`src/rtl/cdb_arbiter_pkg.sv`:
```
// Shared definitions for the CDB arbiter: FU categories, default FU counts
// and helpers mapping a category to its contiguous FU index range.
package sys_defs;

    typedef enum logic [1:0] {
        CAT_ALU  = 2'd0,
        CAT_LS   = 2'd1,
        CAT_MULT = 2'd2,
        CAT_BEQ  = 2'd3
    } cat_e;

    localparam int DEF_NUM_ALU   = 8;
    localparam int DEF_NUM_LS    = 4;
    localparam int DEF_NUM_MULT  = 4;
    localparam int DEF_NUM_BEQ   = 4;
    localparam int DEF_NUM_CDB   = 2;
    localparam int DEF_AGE_LIMIT = 7;

    // First FU index of a category (FUs laid out ALU, LS, MULT, BEQ)
    function automatic int cat_base(input int c, input int n_alu, input int n_ls, input int n_mult);
        case (c)
            0:       return 0;
            1:       return n_alu;
            2:       return n_alu + n_ls;
            default: return n_alu + n_ls + n_mult;
        endcase
    endfunction

    function automatic int cat_size(input int c, input int n_alu, input int n_ls,
                                    input int n_mult, input int n_beq);
        case (c)
            0:       return n_alu;
            1:       return n_ls;
            2:       return n_mult;
            default: return n_beq;
        endcase
    endfunction

    function automatic cat_e cat_of(input int idx, input int n_alu, input int n_ls, input int n_mult);
        if (idx < n_alu)                 return CAT_ALU;
        if (idx < n_alu + n_ls)          return CAT_LS;
        if (idx < n_alu + n_ls + n_mult) return CAT_MULT;
        return CAT_BEQ;
    endfunction

    // One-hot {BEQ,MULT,LS,ALU}
    function automatic logic [3:0] cat_onehot(input cat_e c);
        return 4'b0001 << c;
    endfunction

endpackage

```
`src/rtl/cdb_arbiter_if.sv`:
```
// Request/grant bundle between the functional units and the CDB arbiter.
interface cdb_arbiter_if #(
    parameter int FU_SIZE = 20,
    parameter int NUM_CDB = 2,
    parameter int IDX_W   = 5
);
    logic                              squash;
    logic [FU_SIZE-1:0]                fu_result_valid;
    logic [FU_SIZE-1:0]                fu_ack;
    logic [NUM_CDB-1:0]                cdb_valid;
    logic [NUM_CDB-1:0][IDX_W-1:0]     cdb_fu_num;
    logic [NUM_CDB-1:0][3:0]           cdb_cat;

    modport master (output squash, fu_result_valid,
                    input  fu_ack, cdb_valid, cdb_fu_num, cdb_cat);
    modport slave  (input  squash, fu_result_valid,
                    output fu_ack, cdb_valid, cdb_fu_num, cdb_cat);
endinterface

```
`src/rtl/cdb_arbiter_rr_picker.sv`:
```
// Round-robin one-hot picker: lowest set request at or after ptr, wrapping.
module rr_picker #(
    parameter int W  = 4,
    parameter int PW = 2
) (
    input  logic [W-1:0]  req,
    input  logic [PW-1:0] ptr,
    output logic [W-1:0]  gnt
);
    logic [2*W-1:0] dbl;
    logic [2*W-1:0] rot_back;
    logic [W-1:0]   rot;
    logic [W-1:0]   low;

    // Rotate so ptr sits at bit 0, isolate lowest set bit, rotate back
    always_comb begin
        dbl      = {req, req} >> ptr;
        rot      = dbl[W-1:0];
        low      = rot & (~rot + W'(1));
        rot_back = {low, low} << ptr;
        gnt      = rot_back[2*W-1:W];
    end
endmodule

```
`src/rtl/cdb_arbiter.sv`:
```
// CDB arbiter: fills NUM_CDB broadcast slots per cycle, starved FUs first,
// then BEQ > MULT > LS > ALU with round-robin inside each category.
module cdb_arbiter import sys_defs::*; #(
    parameter int NUM_ALU   = DEF_NUM_ALU,
    parameter int NUM_LS    = DEF_NUM_LS,
    parameter int NUM_MULT  = DEF_NUM_MULT,
    parameter int NUM_BEQ   = DEF_NUM_BEQ,
    parameter int NUM_CDB   = DEF_NUM_CDB,
    parameter int AGE_LIMIT = DEF_AGE_LIMIT
) (
    input logic         clock,
    input logic         reset,
    cdb_arbiter_if.slave bus
);
    localparam int FU_SIZE = NUM_ALU + NUM_LS + NUM_MULT + NUM_BEQ;
    localparam int IDX_W   = $clog2(FU_SIZE);
    localparam int AGE_W   = $clog2(AGE_LIMIT + 1);

    logic [AGE_W-1:0]   age_q [FU_SIZE];
    logic [AGE_W-1:0]   age_d [FU_SIZE];
    logic [IDX_W-1:0]   ptr_q [4];
    logic [IDX_W-1:0]   ptr_d [4];
    int                 hi [4];
    logic [FU_SIZE-1:0] req_v;
    logic [FU_SIZE-1:0] starved;
    logic [FU_SIZE-1:0] slot_pick [NUM_CDB];
    logic [FU_SIZE-1:0] ack;
    logic [NUM_CDB-1:0]            cdb_valid;
    logic [NUM_CDB-1:0][IDX_W-1:0] cdb_fu_num;
    logic [NUM_CDB-1:0][3:0]       cdb_cat;

    // Squash and reset both blank every grant in the current cycle
    assign req_v = (bus.squash || reset) ? '0 : bus.fu_result_valid;

    // An FU is starved once its wait count reaches the limit
    always_comb begin
        for (int i = 0; i < FU_SIZE; i++)
            starved[i] = (age_q[i] == AGE_W'(AGE_LIMIT));
    end

    for (genvar k = 0; k < NUM_CDB; k++) begin : g_slot
        logic [FU_SIZE-1:0] avail;
        logic [FU_SIZE-1:0] pick;
        logic [FU_SIZE-1:0] stv;
        logic [FU_SIZE-1:0] cat_pick [4];

        // Each slot only sees FUs not already taken by earlier slots
        if (k == 0) begin : g_head
            assign avail = req_v;
        end else begin : g_chain
            assign avail = g_slot[k-1].avail & ~g_slot[k-1].pick;
        end

        for (genvar c = 0; c < 4; c++) begin : g_cat
            localparam int B = cat_base(c, NUM_ALU, NUM_LS, NUM_MULT);
            localparam int S = cat_size(c, NUM_ALU, NUM_LS, NUM_MULT, NUM_BEQ);
            if (S > 0) begin : g_pick
                logic [S-1:0] gnt;
                rr_picker #(.W(S), .PW(IDX_W)) u_rr (
                    .req (avail[B +: S]),
                    .ptr (ptr_q[c]),
                    .gnt (gnt)
                );
                assign cat_pick[c] = FU_SIZE'(gnt) << B;
            end else begin : g_none
                assign cat_pick[c] = '0;
            end
        end

        assign stv = avail & starved;

        // Lowest-index starved FU wins, else first category with a request
        always_comb begin
            if (|stv)                      pick = stv & (~stv + FU_SIZE'(1));
            else if (|cat_pick[CAT_BEQ])   pick = cat_pick[CAT_BEQ];
            else if (|cat_pick[CAT_MULT])  pick = cat_pick[CAT_MULT];
            else if (|cat_pick[CAT_LS])    pick = cat_pick[CAT_LS];
            else                           pick = cat_pick[CAT_ALU];
        end

        assign slot_pick[k] = pick;
    end

    // Encode slot picks onto the bus; empty slots read as all zero
    always_comb begin
        ack        = '0;
        cdb_valid  = '0;
        cdb_fu_num = '0;
        cdb_cat    = '0;
        for (int k = 0; k < NUM_CDB; k++) begin
            ack          = ack | slot_pick[k];
            cdb_valid[k] = |slot_pick[k];
            for (int i = 0; i < FU_SIZE; i++) begin
                if (slot_pick[k][i]) begin
                    cdb_fu_num[k] = IDX_W'(i);
                    cdb_cat[k]    = cat_onehot(cat_of(i, NUM_ALU, NUM_LS, NUM_MULT));
                end
            end
        end
    end

    assign bus.fu_ack     = ack;
    assign bus.cdb_valid  = cdb_valid;
    assign bus.cdb_fu_num = cdb_fu_num;
    assign bus.cdb_cat    = cdb_cat;

    // Next ages (count only while waiting) and per-category pointer advance
    always_comb begin
        for (int i = 0; i < FU_SIZE; i++) begin
            if (bus.squash || !bus.fu_result_valid[i] || ack[i]) age_d[i] = '0;
            else if (starved[i])                                 age_d[i] = age_q[i];
            else                                                 age_d[i] = age_q[i] + AGE_W'(1);
        end
        for (int c = 0; c < 4; c++) hi[c] = -1;
        // Ascending scan leaves the highest granted offset per category
        for (int i = 0; i < FU_SIZE; i++) begin
            if (ack[i])
                hi[int'(cat_of(i, NUM_ALU, NUM_LS, NUM_MULT))] =
                    i - cat_base(int'(cat_of(i, NUM_ALU, NUM_LS, NUM_MULT)), NUM_ALU, NUM_LS, NUM_MULT);
        end
        for (int c = 0; c < 4; c++) begin
            ptr_d[c] = ptr_q[c];
            if (hi[c] >= 0)
                ptr_d[c] = (hi[c] + 1 >= cat_size(c, NUM_ALU, NUM_LS, NUM_MULT, NUM_BEQ))
                           ? '0 : IDX_W'(hi[c] + 1);
        end
    end

    // State registers; reset drops all starvation history and pointers
    always_ff @(posedge clock or posedge reset) begin
        if (reset) begin
            for (int i = 0; i < FU_SIZE; i++) age_q[i] <= '0;
            for (int c = 0; c < 4; c++)       ptr_q[c] <= '0;
        end else begin
            for (int i = 0; i < FU_SIZE; i++) age_q[i] <= age_d[i];
            for (int c = 0; c < 4; c++)       ptr_q[c] <= ptr_d[c];
        end
    end

endmodule

```
`src/flat_wrapper.sv`:
```
// flat-port wrapper written by rule: the top's interface ports become plain ports
module cdb_arbiter_flat import sys_defs::*;
#(
    parameter int NUM_ALU   = DEF_NUM_ALU,
    parameter int NUM_LS    = DEF_NUM_LS,
    parameter int NUM_MULT  = DEF_NUM_MULT,
    parameter int NUM_BEQ   = DEF_NUM_BEQ,
    parameter int NUM_CDB   = DEF_NUM_CDB,
    parameter int AGE_LIMIT = DEF_AGE_LIMIT
)
  (clock, reset, bus_squash, bus_fu_result_valid, bus_fu_ack, bus_cdb_valid, bus_cdb_fu_num, bus_cdb_cat);
  cdb_arbiter_if #(.FU_SIZE((20)), .NUM_CDB(NUM_CDB), .IDX_W((5))) bus_i ();
  input logic clock;
  input logic reset;
  input wire logic [$bits(bus_i.squash)-1:0] bus_squash;
  input wire logic [$bits(bus_i.fu_result_valid)-1:0] bus_fu_result_valid;
  output wire logic [$bits(bus_i.fu_ack)-1:0] bus_fu_ack;
  output wire logic [$bits(bus_i.cdb_valid)-1:0] bus_cdb_valid;
  output wire logic [$bits(bus_i.cdb_fu_num)-1:0] bus_cdb_fu_num;
  output wire logic [$bits(bus_i.cdb_cat)-1:0] bus_cdb_cat;
  assign bus_i.squash = bus_squash;
  assign bus_i.fu_result_valid = bus_fu_result_valid;
  assign bus_fu_ack = bus_i.fu_ack;
  assign bus_cdb_valid = bus_i.cdb_valid;
  assign bus_cdb_fu_num = bus_i.cdb_fu_num;
  assign bus_cdb_cat = bus_i.cdb_cat;
  cdb_arbiter #(.NUM_ALU(NUM_ALU), .NUM_LS(NUM_LS), .NUM_MULT(NUM_MULT), .NUM_BEQ(NUM_BEQ), .NUM_CDB(NUM_CDB), .AGE_LIMIT(AGE_LIMIT)) u_core (.clock(clock), .reset(reset), .bus(bus_i));
endmodule
```
`config.mk`:
```
export PLATFORM = sky130hd
export DESIGN_NAME = cdb_arbiter_flat
export DESIGN_NICKNAME = d
export VERILOG_FILES = /design/src/rtl/cdb_arbiter_pkg.sv /design/src/rtl/cdb_arbiter_if.sv /design/src/rtl/cdb_arbiter_rr_picker.sv /design/src/rtl/cdb_arbiter.sv /design/src/flat_wrapper.sv
export SDC_FILE = /design/constraint.sdc
export NUM_CORES = 1
export LEC_CHECK = 0
export CORE_MARGIN = 10
export CORE_UTILIZATION = 50
export CTS_CLUSTER_SIZE = 28
export DETAILED_ROUTE_END_ITERATION = 10
export PLACE_DENSITY = 0.69
export REMOVE_ABC_BUFFERS = 1
export SLEW_MARGIN = 5
export SYNTH_ARGS = -nofsm -noshare
export SYNTH_HDL_FRONTEND = slang
export SYNTH_SLANG_ARGS = --single-unit
```
`constraint.sdc`:
```
create_clock -name clock -period 11.45 [get_ports clock]
set_clock_uncertainty 0.2 [all_clocks]
set_input_delay 2.29 -clock clock [delete_from_list [all_inputs] [get_ports clock]]
set_output_delay 2.29 -clock clock [all_outputs]
set_load 0.03 [all_outputs]
```
# Word level (Yosys, flattened, before mapping)
# Cells that the tools add are included.
dict set report totals {
  inputBits 23
  register_bits 80
  output_inout_bits 40
}
dict set report op_classes {
  add_sub_neg 54
  muxes 586
  order_cmp 40
  shift 48
  eq_ne 72
  n_reduce_logical 103
  n_bitwise 43
}
# operator n
set op_table {}
lappend op_table {{$mux W128} 16}
lappend op_table {{$bwmux W128} 15}
lappend op_table {{$mux W32} 44}
lappend op_table {{$demux W32 S2} 16}
lappend op_table {{$ge A32 B3 Y1 const B} 16}
lappend op_table {{$lt A32 B1 Y1 const B} 16}
lappend op_table {{$not A2 Y32} 16}
lappend op_table {{$sub A5 B32 Y32 const A} 8}
lappend op_table {{$mux W1} 242}
lappend op_table {{$pmux W5 S3} 16}
lappend op_table {{$mux W2} 112}
lappend op_table {{$mux W4} 56}
lappend op_table {{$mux W3} 48}
lappend op_table {{$mux W20} 7}
lappend op_table {{$add A32 B2 Y32 const B} 4}
lappend op_table {{$ge A32 B1 Y1 const B} 4}
lappend op_table {{$ge A32 B32 Y1} 4}
lappend op_table {{$not A128 Y128} 1}
lappend op_table {{$or A128 B128 Y128} 1}
lappend op_table {{$shl A1 B2 Y4 const A} 32}
lappend op_table {{$sub A4 B32 Y32 const A} 4}
lappend op_table {{$sub A6 B32 Y32 const A} 4}
lappend op_table {{$and A20 B20 Y20} 5}
lappend op_table {{$reduce_or A20 Y1} 4}
lappend op_table {{28 further kinds} 255}

# Longest topological paths before layout
# Gate-level depths: netlist of run 1.
dict set report logic_depth {
  depth_word 81
  mapped_depth 32
}

# Hierarchy
# A second synthesis of run 1 with hierarchy kept.
dict set report hier_totals {
  hier_cells 1418
  hier_area_um2 11453.5
}
# module seq_area_each_um2 instances area_each_um2 cells_each
set by_module_without_submodules {}
lappend by_module_without_submodules {cdb_arbiter 2001.9 1 7015.5 786}
lappend by_module_without_submodules {{rr_picker (u_core.g_slot[0].g_cat[1].g_pick.u_rr ...)} 0.0 5 415.4 64}
lappend by_module_without_submodules {{rr_picker (u_core.g_slot[0].g_cat[0].g_pick.u_rr ...)} 0.0 2 999.7 129}
lappend by_module_without_submodules {{rr_picker (u_core.g_slot[0].g_cat[3].g_pick.u_rr)} 0.0 1 361.6 54}

# Worst setup path before layout of run 1
# OpenSTA, ideal clock, no wires.
dict set report synth_timing {
  path_kind {input -> output}
  start {input reset}
  end {output bus_cdb_valid[1]}
  t_arrival_ns 7.796
  cell_stages 17
  path_buffers 3
  path_slack_ns 1.164
  required_ns 8.960
  cell_sequence {buf_2 -> buf_2 -> inv_1 -> nand2_1 -> or4_1 -> a211oi_1 -> o2111ai_1 -> a221oi_1 -> or4_1 -> nor4_2 -> and2_0 -> buf_2 -> o2111ai_1 -> nand3_1 -> nor2_1 -> nand3_1 -> or3_1}
}
dict set report synth_between {
  elab_chain_len 25
  elab_cells_between_ends 69
  cone_classes {10 x add/sub; 16 x shift; 9 x mux; 24 x bitwise; 10 x reduce/logical}
}
# item line
set synth_lines {}
lappend synth_lines {{from (decl)} flat_wrapper.sv:14} ;# input logic reset;
lappend synth_lines {{$logic_or A1 B1 Y1 *} cdb_arbiter.sv:33} ;# assign req_v = (bus.squash || reset) ? '0 : bus.fu_result_valid;
lappend synth_lines {{$mux W20 *} cdb_arbiter.sv:33}
lappend synth_lines {{branches (longest 11 deep; another with $add A8 B1 Y8)} --}
lappend synth_lines {{$and A20 B20 Y20 *} cdb_arbiter.sv:51} ;# assign avail = g_slot[k-1].avail & ~g_slot[k-1].pick;
lappend synth_lines {{branches (longest 9 deep; another with $add A8 B1 Y8)} --}
lappend synth_lines {{$mux W20 *} cdb_arbiter.sv:74} ;# if (|stv) pick = stv & (~stv + FU_SIZE'(1));
lappend synth_lines {{$reduce_or A20 Y1 *} cdb_arbiter.sv:92} ;# cdb_valid[k] = |slot_pick[k];
lappend synth_lines {{to (decl)} flat_wrapper.sv:18} ;# output wire logic [$bits(bus_i.cdb_valid)-1:0] bus_cdb_valid;
# Mark *: on every way between the ends.

# Worst setup path in the final report of run 1
# Same ends and word-level chain as after synthesis.

==> results.tsv, run 1 <==
stage	metric	value	unit
setup_path	CP required	8960	ps
floorplanning	Core ar.	21900	um^2
setup_path	crit path buf inv count	3	
power_and_ir_drop	Cell Pwr Density	215	nW/um^2
placement	post-detail-place hpwl	32300	um
layout	Fillers	2054	
synthesis	Distinct cells, synth	109	
placement	Buffers on Ports	62	
synthesis	number of flops mapped to enable cells by yosys	0	
min_path	min-delay worst type	flop to flop	
sta	relative slew slack	0.309	
clock_network	Clock transition at path regs	70	ps
sta	Final setup violation count	0	
floorplanning	Cell Rows	54	
grt	first-pass GRT wire length	65200	um
setup_path	Slowest cell on crit path	nor3_1	
detailed_routing	DR pass1 iterations	8	
detailed_routing	antenna viol nets, final	0	
detailed_routing	Routed Wire Length	41900	um
clock_network	CTS Buf Count	9	
power_and_ir_drop	Max VDD drop	130	uV
sta	Fin Setup TNS	0	ps
power_and_ir_drop	Total Power	2670	uW
clock_network	CTS tree	done	
grt	number of global-route vias before repair	11681	
floorplanning	die width	169	um
floorplanning	DIE AREA	28700	um^2
grt	antenna violations before repair	0	
synthesis	post-synthesis cell area	11200	um^2
grt	Overflow after GRT	0	
layout	nets	1584	
layout	ant diodes	0	
synthesis	register area share after synthesis	0.179	
layout	Area growth syn-to-layout	11.4	%
floorplanning	initial core utilization	0.510	
sta	max frequency	0.0890	GHz
setup_path	critical path cell sequence	clkdlybuf4s50_1, buf_12, or4_1, a211o_1, o211a_1, nor3_1, o22ai_2, and3_1, o211ai_1, a32oi_1, a311oi_1, nor3b_2, or3_1, nor2_1, a2bb2o_1, nor3_1, a31oi_2, nor2_1, nand3_1, or3_1, buf_4	
outcome	status	completed	
synthesis	asr flop ratio synth	1.00	
floorplanning	# IOs	63	
synthesis	Synth Instances	1475	
layout	share of cells above drive strength 1	0.116	
detailed_routing	vias post-DR	12602	
layout	Multi-input gate area	8670	um^2
clock_network	CTS root buf	clkbuf_16	
setup_path	largest fanout on the critical path	29	
clock_network	CTS HTree Levels	3	
setup_path	Max stage delay on crit path	490	ps
sta	Final period util	0.981	
floorplanning	Die Y	169	um
grt	largest net degree at the start of global routing	62	
synthesis	Synth Warn #	0	
synthesis	top-area cell type share of the netlist area	0.179	
detailed_routing	Residual DRC	0	
clock_network	Max clock buf depth	2	
setup_path	CP delay by family, top	simple AND/OR/NAND/NOR gates	
synthesis	Synth area leaders	dfrtp_1 (18%), ha_1 (6.7%), nor2_1 (5.7%)	
placement	GP Congestion	1.04	
setup_path	crit end category	output port	
clock_network	CTS Hold Buffers Added	0	
synthesis	Yosys top cell by area	dfrtp_1	
detailed_routing	Iteration-0 DRC Markers	1588	
clock_network	CTS Sinks	80	
sta	count of pins over their slew limit	0	
synthesis	Syn Area/Cell	7.57	um^2
layout	Reg area	2000	um^2
synthesis	Synth top cells by count	nor2_1 (170), nand2_1 (118), dfrtp_1 (80)	
clock_network	Worst-Skew Late Latency	370	ps
grt	gr usage total	0.279	
job	maxcap violations	0	
synthesis	Yosys reg bits	80	
detailed_routing	vias per cell	7.06	
detailed_routing	post-DR wirelength/cell	23.5	um
sta	Least-Margin Pin Slew	1010	ps
synthesis	Primary FF master, synth	dfrtp_1	
setup_path	Worst Path Class, Setup	input port to output port	
synthesis	count leader, synth	nor2_1	
power_and_ir_drop	leak pwr	0.00517	uW
sta	fin crit period	11230	ps
setup_path	CP startpoint kind	input port	
sta	final hold violation count	0	
sta	RSZ-0062 raised after global routing	no	
setup_path	worst path arrival time	8740	ps
-- where the power goes --
group / internal, uW / switching [uW]
clock network: 153 / 148
registers: 319 / 99.7
logic: 698 / 1260
-- final timing paths --
check                           cells past startpoint                            to                         start  slack, ps
max in group asynchronous                           4   u_core.age_q[9]$_DFFE_PP0P_                         reset       7570
min in group asynchronous                           3  u_core.ptr_q[18]$_DFFE_PP0P_                         reset       2310
worst min-delay path                                2  u_core.age_q[28]$_DFFE_PP0P_  u_core.age_q[28]$_DFFE_PP0P_        330
worst min register to register                      2  u_core.age_q[28]$_DFFE_PP0P_  u_core.age_q[28]$_DFFE_PP0P_        330
worst max-delay path                               21              bus_cdb_valid[1]                         reset        220
worst max register to register                     29  u_core.ptr_q[17]$_DFFE_PP0P_  u_core.age_q[51]$_DFFE_PP0P_       2790
-- worst reg2reg max path: cells and delay by family (launching register included) --
| kind | cells | cell delay [ps] |
|---|---|---|
| compound gates | 10 | 2740 |
| fa+ha+maj | 4 | 1010 |
| buf+inv | 2 | 300 |
| flops | 1 | 390 |
| mux | 2 | 290 |
| simple gates | 11 | 3650 |
-- cells in the final DEF (no fill, tap or decap), types with 8 or more instances in the layout --
master / Yosys / routed
nor2_1: 170 / 168
nand2_1: 118 / 118
dfrtp_1: 80 / 80
nand3_1: 65 / 65
buf_4: 2 / 61
mux2i_1: 60 / 60
ha_1: 60 / 60
a21oi_1: 52 / 52
nor3_1: 50 / 49
o21ai_0: 48 / 48
clkdlybuf4s50_1: 0 / 41
inv_1: 35 / 34
nand4_1: 32 / 32
and3_1: 31 / 31
o211ai_1: 27 / 27
and2_1: 27 / 27
or3_1: 26 / 26
a31oi_1: 25 / 25
nor2b_1: 24 / 24
or2_2: 21 / 21
a211oi_1: 21 / 20
nor4_1: 19 / 18
xor2_1: 17 / 17
nand2b_1: 16 / 16
mux2_2: 15 / 15
o22ai_1: 16 / 15
or4_1: 14 / 14
nor3b_1: 14 / 14
o31ai_1: 13 / 13
a221oi_1: 13 / 13
nand3b_1: 12 / 12
a21o_1: 12 / 12
a22oi_1: 11 / 11
o2111ai_1: 11 / 11
a32oi_1: 10 / 10
a211o_1: 10 / 10
o21a_1: 9 / 9
clkbuf_16: 0 / 9
nor4bb_1: 9 / 8
nor4b_1: 9 / 8
-- per-layer routing --
| layer | wire length, um | vias up | GRT usage |
|---|---|---|---|
| met2 | 18400 | 791 | 0.436 |
| met3 | 4580 | 135 | 0.0597 |
| met5 | 0 | - | 0 |
| met1 | 17600 | 5928 | 0.376 |
| li1 | - | 5748 | - |
| met4 | 1370 | 0 | 0.0867 |
-- cell families (layout without fill, tap and decap cells) --
| group | count (synthesis) | count (layout) | synth area share |
|---|---|---|---|
| adder cells (fa/ha/maj) | 60 | 60 | 0.0672 |
| XOR/XNOR | 21 | 21 | 0.0165 |
| buffers and inverters | 132 | 163 | 0.0485 |
| AND/OR/NAND/NOR | 708 | 708 | 0.349 |
| AO/OA/AOI/OAI | 396 | 396 | 0.265 |
| multiplexers | 78 | 78 | 0.0740 |
| flip-flops | 80 | 80 | 0.179 |
-- flip-flops by register name, indices dropped and copies added, names as in the netlist --
signal	flops
u_core.age_q	60
u_core.ptr_q	20
-- timing repair --
| action | CTS | global route |
|---|---|---|
| endpoints found under the setup margin | 0 | 5 |
| buffers inserted | 0 | 4 |
| resized for setup | 0 | 9 |
-- cell type report --
type / count / share of cell area
Clock buffer: 9 / 0.0181
Clock inverter: 7 / 0.00503
Inverter: 39 / 0.0119
Multi-Input combinational cell: 1263 / 0.697
Sequential cell: 80 / 0.161
Tap cell: 280 / 0.0282
Timing Repair Buffer: 108 / 0.0785
-- per-stage QoR --
stage | setup slack, ps | hold WS [ps] | utilization | instance area, um^2 | std cells
6_report | 220 | 325 | 0.568 | 12400 | 1786
5_1_grt | 1.11 | 364 | 0.568 | 12400 | 1786
4_1_cts | 237 | 336 | 0.564 | 12400 | 1782
3_5_place_dp | 273 | 320 | 0.551 | 12100 | 1766
3_3_place_gp | 226 | 306 | 0.551 | 12100 | 1766
2_1_floorplan | 698 | 293 | - | 10800 | 1382
Power figures use the tool's default switching activity.
==> inputs of run 2 (changes only) <==
Settings changed: CTS_CLUSTER_SIZE 28 to 40, MAX_ROUTING_LAYER set to met4.
==> results.tsv, run 2 (synthesized netlist as in run 1, its figures left out) <==
stage	metric	value	unit	change
sta	fin crit period	11260	ps	+26.1 ps
detailed_routing	Residual DRC	0		unchanged
detailed_routing	Routed Wire Length	42900	um	+2.3%
job	maxcap violations	0		unchanged
setup_path	Slowest cell on crit path	clkdlybuf4s50_1		
detailed_routing	DR pass1 iterations	6		-2
clock_network	CTS Hold Buffers Added	0		unchanged
clock_network	CTS root buf	clkbuf_16		
detailed_routing	vias post-DR	12746		+1.1%
detailed_routing	vias per cell	7.09		+0.52%
clock_network	CTS HTree Levels	3		unchanged
grt	Overflow after GRT	0		unchanged
floorplanning	die width	169	um	unchanged
setup_path	CP required	8960	ps	about the same
layout	final cell count without fillers	1797		+0.62%
grt	antenna violations before repair	0		unchanged
grt	gr usage total	0.295		+0.0163
layout	largest registers	u_core.age_q x60, u_core.ptr_q x20		
clock_network	CTS Sinks	80		unchanged
setup_path	crit path buf inv count	3		unchanged
setup_path	worst flop-to-flop path endpoint	u_core.ptr_q[17]$_DFFE_PP0P_		
floorplanning	Core ar.	21900	um^2	unchanged
setup_path	Worst Path Class, Setup	input port to output port		
floorplanning	initial core utilization	0.510		unchanged
placement	post-detail-place hpwl	33100	um	+2.5%
outcome	status	completed		
sta	Fin Setup TNS	0	ps	unchanged
placement	number of instances in the placed design	1772		+0.34%
clock_network	CTS tree	done		
power_and_ir_drop	Max VDD drop	131	uV	+0.52%
floorplanning	Cell Rows	54		unchanged
layout	Area growth syn-to-layout	12.8	%	
power_and_ir_drop	leak pwr	0.00525	uW	+1.6%
min_path	Hold Path Depth	2		unchanged
layout	utilization after layout	0.575		+0.00732
sta	Final setup violation count	0		unchanged
placement	GP Congestion	1.04		+0.30%
setup_path	CP delay by family, top	simple AND/OR/NAND/NOR gates		
clock_network	Worst-Skew Late Latency	360	ps	about the same
setup_path	crit end category	output port		
setup_path	worst reg2reg setup slack	2800	ps	about the same
layout	most frequent cells in the layout	nor2_1 (168), nand2_1 (118), dfrtp_1 (80)		
sta	final hold violation count	0		unchanged
floorplanning	DIE AREA	28700	um^2	unchanged
layout	nets	1595		+0.69%
clock_network	CTS Buf Count	9		unchanged
setup_path	critical path cell sequence	clkdlybuf4s50_1, mux2_2, a221oi_1, or3_1, nand3_2, a2111o_1, and2_1, a2111o_1, buf_4, a32oi_1, o22ai_1, nand2b_1, or4_1, or3_1, a2bb2oi_1, o2111ai_1, nand3_1, nor2_2, nand3_1, or3_1, buf_4		
setup_path	CP startpoint kind	input port		
floorplanning	Die Y	169	um	unchanged
setup_path	largest fanout on the critical path	10		-66%
layout	Largest register FFs	60		unchanged
sta	Final period util	0.983		+0.00228
layout	share of cells above drive strength 1	0.126		+0.00970
detailed_routing	post-DR wirelength/cell	23.9	um	+1.7%
sta	Least-Margin Pin Slew	1020	ps	+13.4 ps
setup_path	worst path arrival time	8770	ps	+30 ps
grt	largest net degree at the start of global routing	62		unchanged
clock_network	Clock transition at path regs	70	ps	about the same
min_path	Worst Min Path Start	u_core.age_q[4]$_DFFE_PP0P_		
power_and_ir_drop	Total Power	2730	uW	+2.2%
detailed_routing	antenna viol nets, final	0		unchanged
setup_path	Max stage delay on crit path	640	ps	+150 ps
layout	Top reg by flops	u_core.age_q		
sta	count of pins over their slew limit	0		unchanged
layout	commonest non-fill, non-tap cell in the layout	nor2_1		
grt	number of global-route vias before repair	11935		+2.2%
grt	first-pass GRT wire length	67200	um	+3.1%
placement	Buffers on Ports	62		unchanged
floorplanning	# IOs	63		unchanged
sta	max frequency	0.0888	GHz	-0.23%
setup_path	Reg-to-Reg Start	u_core.ptr_q[16]$_DFFE_PP0P_		
min_path	min-delay worst type	flop to flop		
setup_path	WP depth	21		unchanged
sta	worst hold margin	327	ps	+1.15 ps
layout	ant diodes	0		unchanged
clock_network	Max clock buf depth	2		unchanged
min_path	Endpoint, Worst Hold	u_core.age_q[4]$_DFFE_PP0P_		
detailed_routing	Iteration-0 DRC Markers	1518		-4.4%
power_and_ir_drop	Cell Pwr Density	217	nW/um^2	+0.88%
setup_path	Crit path top cell by count	or3_1		
sta	relative slew slack	0.300		-0.00914
setup_path	worst r2r path cells	28		-3.4%
[run 2: cell count changes in the layout (fill, tap and decap cells not counted), sizes merged]
cell | before | now
clkbuf | 10 | 11
inv | 39 | 36
buf | 66 | 77
bufinv | 0 | 2
[run 2: how the worst max path moves through the flow]
stage | slack [ps] | end | startpoint
after global routing | -5 | bus_cdb_valid[1] | bus_fu_result_valid[7]
after global placement | 210 | bus_cdb_valid[1] | reset
final | 190 | bus_cdb_valid[1] | bus_fu_result_valid[7]
after floorplan | 700 | bus_cdb_valid[1] | bus_squash
after CTS | 110 | bus_cdb_valid[1] | reset
after detailed placement | 110 | bus_cdb_valid[1] | reset
[run 2: timing repair]
| action | 4_1_cts | 5_1_grt |
|---|---|---|
| gates resized for setup | 0 | 18 |
| endpoints found under the setup margin | 0 | 6 |
| setup buffers | 0 | 9 |
[run 2: area by class of cell]
cell class	instances	area, um^2
fillers	2059	9300
multi-input cells	1263	8720
well taps	280	350
clock inverters	6	91.3
flip-flops and latches	80	2000
inverters	39	148
clock buffers	10	239
repair buffers	119	1050
[run 2: where the power goes]
group	internal, uW	total [uW]	switching [uW]
combinational	711	1970	1260
sequential	319	424	105
clock	199	339	140
total	1230	2730	1500
[run 2: worst reg2reg max path, delay by kind of cell, from the launching register on]
family | cells | cell delay, ps
AND/OR/NAND/NOR | 14 | 4330
multiplexers | 3 | 590
flip-flops | 1 | 740
AO/OA/AOI/OAI | 6 | 1620
adder cells (fa/ha/maj) | 2 | 480
buffers and inverters | 3 | 630
[run 2: per-layer routing]
layer,part of all wire,global-route usage,vias to the layer above
li1,-,-,5770
met1,0.42,0.395,6032
met2,0.44,0.439,810
met3,0.10,0.0551,134
met4,0.035,0.0983,0
met5,0,-,-
[run 2: through the flow]
step           setup WS [ps]  cell area (um^2)
3_5_place_dp             109             12100
6_report                 194             12600
4_1_cts                  113             12400
3_3_place_gp             208             12100
2_1_floorplan            698             10800
5_1_grt                -5.39             12600
